File: config.mk
export PLATFORM = sky130hd
export DESIGN_NAME = lab_mux_arbiter
export DESIGN_NICKNAME = d
export VERILOG_FILES = /design/src/rtl/lab_mux_arbiter.sv
export SDC_FILE = /design/constraint.sdc
export NUM_CORES = 1
export LEC_CHECK = 0
export ABC_AREA = 0
export BUFFER_PORTS_ARGS = -buffer_cell sky130_fd_sc_hd__clkbuf_2
export CORE_MARGIN = 5
export CORE_UTILIZATION = 50
export DETAILED_ROUTE_END_ITERATION = 6
export GPL_ROUTABILITY_DRIVEN = 1
export PLACE_DENSITY = 0.69
export SLEW_MARGIN = 30
export SYNTH_ARGS = -nofsm -noshare
export SYNTH_HDL_FRONTEND = slang
export SYNTH_SLANG_ARGS = --single-unit
export TNS_END_PERCENT = 100
File: constraint.sdc
create_clock -name clk -period 1.9 [get_ports clk]
set_input_delay 0.57 -clock clk [delete_from_list [all_inputs] [get_ports clk]]
set_output_delay 0.57 -clock clk [all_outputs]
set_load 0.005 [all_outputs]
File: src/rtl/lab_mux_arbiter.sv
// Round-robin owner of the board's 2-to-1 mux: synchronizes and debounces two
// switch requests, then grants the mux to one requester at a time with a minimum hold.
module lab_mux_arbiter #(
  parameter int DEBOUNCE_CYCLES = 16,
  parameter int HOLD_CYCLES     = 8
) (
  input  logic clk,
  input  logic rst_n,
  input  logic req_x,
  input  logic req_y,
  input  logic x,
  input  logic y,
  output logic s,
  output logic gnt_x,
  output logic gnt_y,
  output logic busy,
  output logic m
);

  localparam int DBW = (DEBOUNCE_CYCLES > 1) ? $clog2(DEBOUNCE_CYCLES) : 1;
  localparam int HW  = (HOLD_CYCLES > 1) ? $clog2(HOLD_CYCLES) : 1;
  localparam logic [DBW-1:0] DB_LAST   = DBW'(DEBOUNCE_CYCLES - 1);
  localparam logic [HW-1:0]  HOLD_LAST = HW'(HOLD_CYCLES - 1);

  typedef enum logic [1:0] {
    IDLE    = 2'd0,
    GRANT_X = 2'd1,
    GRANT_Y = 2'd2
  } state_t;

  // Bit 0 carries requester X, bit 1 carries requester Y.
  logic [1:0]     req_raw;
  logic [1:0]     sync_p0;
  logic [1:0]     sync_p1;
  logic [1:0]     deb_p2;
  logic [DBW-1:0] cnt [2];

  state_t         state;
  logic           last;     // 0 = X served last, 1 = Y served last
  logic [HW-1:0]  hold;
  logic           expired;
  logic           deb_x;
  logic           deb_y;

  assign req_raw = {req_y, req_x};

  // Stage p0/p1: two-flop synchronizer
  always_ff @(posedge clk or negedge rst_n) begin
    if (!rst_n) begin
      sync_p0 <= '0;
      sync_p1 <= '0;
    end else begin
      sync_p0 <= req_raw;
      sync_p1 <= sync_p0;
    end
  end

  // Stage p2: debouncer; a glitch back to the accepted level restarts the count
  always_ff @(posedge clk or negedge rst_n) begin
    if (!rst_n) begin
      deb_p2 <= '0;
      for (int i = 0; i < 2; i++) cnt[i] <= '0;
    end else begin
      for (int i = 0; i < 2; i++) begin
        if (sync_p1[i] != deb_p2[i]) begin
          if (cnt[i] == DB_LAST) begin
            deb_p2[i] <= sync_p1[i];
            cnt[i]    <= '0;
          end else begin
            cnt[i] <= cnt[i] + 1'b1;
          end
        end else begin
          cnt[i] <= '0;
        end
      end
    end
  end

  assign deb_x   = deb_p2[0];
  assign deb_y   = deb_p2[1];
  assign expired = (hold == HOLD_LAST);

  // Arbiter FSM with registered select and grant outputs
  always_ff @(posedge clk or negedge rst_n) begin
    if (!rst_n) begin
      state <= IDLE;
      last  <= 1'b1;
      hold  <= '0;
      s     <= 1'b0;
      gnt_x <= 1'b0;
      gnt_y <= 1'b0;
    end else begin
      case (state)
        IDLE: begin
          if (deb_x && (!deb_y || last)) begin
            state <= GRANT_X;
            hold  <= '0;
            s     <= 1'b0;
            gnt_x <= 1'b1;
            gnt_y <= 1'b0;
            last  <= 1'b0;
          end else if (deb_y) begin
            state <= GRANT_Y;
            hold  <= '0;
            s     <= 1'b1;
            gnt_x <= 1'b0;
            gnt_y <= 1'b1;
            last  <= 1'b1;
          end
        end
        GRANT_X: begin
          if (!expired) begin
            hold <= hold + 1'b1;
          end else if (deb_y) begin
            state <= GRANT_Y;
            hold  <= '0;
            s     <= 1'b1;
            gnt_x <= 1'b0;
            gnt_y <= 1'b1;
            last  <= 1'b1;
          end else if (!deb_x) begin
            state <= IDLE;
            hold  <= '0;
            gnt_x <= 1'b0;
            gnt_y <= 1'b0;
          end
        end
        GRANT_Y: begin
          if (!expired) begin
            hold <= hold + 1'b1;
          end else if (deb_x) begin
            state <= GRANT_X;
            hold  <= '0;
            s     <= 1'b0;
            gnt_x <= 1'b1;
            gnt_y <= 1'b0;
            last  <= 1'b0;
          end else if (!deb_y) begin
            state <= IDLE;
            hold  <= '0;
            gnt_x <= 1'b0;
            gnt_y <= 1'b0;
          end
        end
        default: begin
          state <= IDLE;
          hold  <= '0;
          gnt_x <= 1'b0;
          gnt_y <= 1'b0;
        end
      endcase
    end
  end

  // Gated mux output: driven from the registered grants, 0 while idle
  assign busy = gnt_x | gnt_y;
  assign m    = (gnt_x & x) | (gnt_y & y);

endmodule

==> flow_summary_export.csv <==
group,metric,value,unit
clocking,cts_made_buffers,3,
setup_path,timing.rr.start,"state[1]$_DFFE_PN0P_",
detailed_routing,drt.antenna.violating_nets,0,
yosys,syn_avg_cell_area,12.0,µm²
timing,drv_slew,0,
timing,skew,0.00508,ns
floorplanning,die_w,59.4,µm
layout,area_growth,8.70,%
timing,hold_viol_final,0,
detailed_routing,routed_wl,1850,µm
floorplanning,start_util,0.507,
floorplanning,io_pins,11,
clocking,ctsRootBufferMaster,"clkbuf_4",
floorplanning,core,2410,µm²
timing,rsz0062_at_grt,"false",
floorplanning,rows,18,
yosys,synth_nets,118,
detailed_routing,wl_per_cell,12.7,µm
layout,final_common_cell,"dfrtp_1",
yosys,async_reset_ff_frac,1.00,
yosys,synth_seq_area_share,0.472,
setup_path,start_kind,"register",
placed_design,gp_congestion,0.726,
yosys,ys_top_cells_by_area,"dfrtp_1, ha_1, mux2_2",
yosys,yosysTopAreaCell,"dfrtp_1",
timing,fmax,563,MHz
clocking,clk_pin_slew,0.12,ns
layout,antenna_cells,0,
clocking,insertion_delay,0.31,ns
clocking,cts_tree,"done",
timing,fin_crit_sh,0.934,
power_and_ir_drop,p_leak,0.666,nW
global_routing,grt_pass1_vias,751,
clocking,clockBufferDepth,2,
yosys,synthCells,102,
setup_path,critPathKind,"register to register",
setup_path,cp.arrival,1.98,ns
detailed_routing,drt-vias-per-instance,5.17,
detailed_routing,drt_iter0_drc,31,
setup_path,worstPathMaxFanout,6,
detailed_routing,drc,0,
min_path,hp-class,"input port to asynchronous set/reset pin",
detailed_routing,dr.pass1.iters,4,
clocking,cts-resized-gates,0,
yosys,yosysWarnings,0,
floorplanning,fp.dieH,59.4,µm
setup_path,crit_path_end_kind,"register",
timing,holdWs,0.213,ns
global_routing,track_usage,0.121,
power_and_ir_drop,power_density,984,nW/µm²
yosys,synth_top_area_share,0.450,
yosys,synth_seq_cells,23,
global_routing,grt_overflow,0,
clocking,holdBufCountCts,0,
global_routing,grt_max_degree,24,
global_routing,grt_pass1_wl,3190,µm
power_and_ir_drop,finalPower,0.00131,W
timing,finalSetupViolCount,0,
layout,final_nets,132,
layout,finalCoreUtilization,0.551,
layout,drive_gt1_frac,0.252,
clocking,htreeDepth,1,
placed_design,io_buffers,10,
placed_design,hpwl,1410,µm
job,maxCapViolCount,0,
yosys,syn_area,1220,µm²
setup_path,worst-r2r-cell-count,6,
run_status,outcome,"complete, no violations",
timing,min_period,1.78,ns
yosys,synth-main-ff-cell,"dfrtp_1",
clocking,cts_sinks,23,
placed_design,place_inst,141,
yosys,synth_edf_count,0,
layout,final_cells,145,
setup_path,rr_endpoint,"state[1]$_DFFE_PN0P_",
clocking,postCtsSetupBuffers,0,
setup_path,r2r_setup_slack,0.12,ns
timing,slew_headroom,0.644,
power_and_ir_drop,ir_drop,0.630,mV
layout,most-common-layout-cells,"dfrtp_1, ha_1, clkbuf_2, inv_1, nor2_1",
layout,fillers,207,
setup_path,crit_required,2.10,ns
global_routing,antenna_found_initial,0,
yosys,yosysUniqueCellTypes,33,
timing,worst_slew_pin_slew,0.534,ns
timing,setup-tns-final,0,ns
floorplanning,dieArea,3530,µm²
detailed_routing,vias,749,
[cell type report]
type                    count  area, µm²  share of cell area
flip-flops and latches     23        577               0.434
inverters                   8       30.0              0.0226
clock buffers               3       22.5              0.0169
multi-input cells          69        599               0.451
repair buffers             11       57.6              0.0433
well taps                  30       37.5              0.0282
clock inverters             1       5.00             0.00377
[power by group]
group	switching [W]	total, W	internal, W
clock network	0.000141	0.000220	0.0000786
registers	0.0000498	0.000603	0.000553
logic	0.000235	0.000484	0.000249
[through the flow]
step | instance area, µm² | setup WS, ns
6_report | 1330 | 0.125
5_1_grt | 1330 | 0.00433
4_1_cts | 1330 | 0.117
3_5_place_dp | 1300 | 0.140
3_3_place_gp | 1300 | 0.200
2_1_floorplan | 1220 | 0.280
[synthesized netlist by cell type (3+ instances only)]
cell type / count
inv_1: 8
nand3_1: 3
dfrtp_1: 22
nor2_1: 7
mux2i_1: 4
o21ai_0: 3
nor2b_1: 3
mux2_2: 5
ha_1: 10
a2bb2oi_1: 3
nor3b_1: 3
nand2_1: 3
xnor2_1: 4
[worst max-delay path by stage]
| stage | end | startpoint |
|---|---|---|
| global placement | gnt_y$_DFFE_PN0P_ | state[0]$_DFFE_PN0P_ |
| floorplan | gnt_y$_DFFE_PN0P_ | state[0]$_DFFE_PN0P_ |
| global route | state[1]$_DFFE_PN0P_ | state[0]$_DFFE_PN0P_ |
| finish | state[1]$_DFFE_PN0P_ | state[1]$_DFFE_PN0P_ |
| detailed placement | state[1]$_DFFE_PN0P_ | state[1]$_DFFE_PN0P_ |
| CTS | state[1]$_DFFE_PN0P_ | state[1]$_DFFE_PN0P_ |
[registers in the layout, indices dropped and copies added (netlist names)]
register,flops
sync_p0,2
deb_p2,2
last,1
sync_p1,2
hold,3
s,1
state,2
gnt_x,1
cnt,8
gnt_y,1
[routing by layer]
| metal | GRT usage | wire (µm) | vias up |
|---|---|---|---|
| met5 | 0 | 0 | - |
| met4 | 0.0583 | 40 | 0 |
| met3 | 0.0261 | 38 | 5 |
| met2 | 0.197 | 917 | 6 |
| met1 | 0.152 | 848 | 357 |
| li1 | - | - | 381 |
[cells by family (layout without fill, tap and decap cells)]
kind of cell	after synthesis	after routing	share of synthesized area
simple gates	27	27	0.143
compound gates	18	18	0.128
buf+inv	10	23	0.0379
fa+ha+maj	10	10	0.102
flops	23	23	0.472
mux	10	10	0.0880
xor+xnor	4	4	0.0287
[critical path, stage by stage, from the launching register on]
cell      delay (ns)
dfrtp_1         0.43
inv_1           0.12
ha_1            0.27
nor2b_4         0.19
a21oi_2         0.05
o221ai_4        0.24
mux2_2          0.37
(Power assumes the default switching activity.)
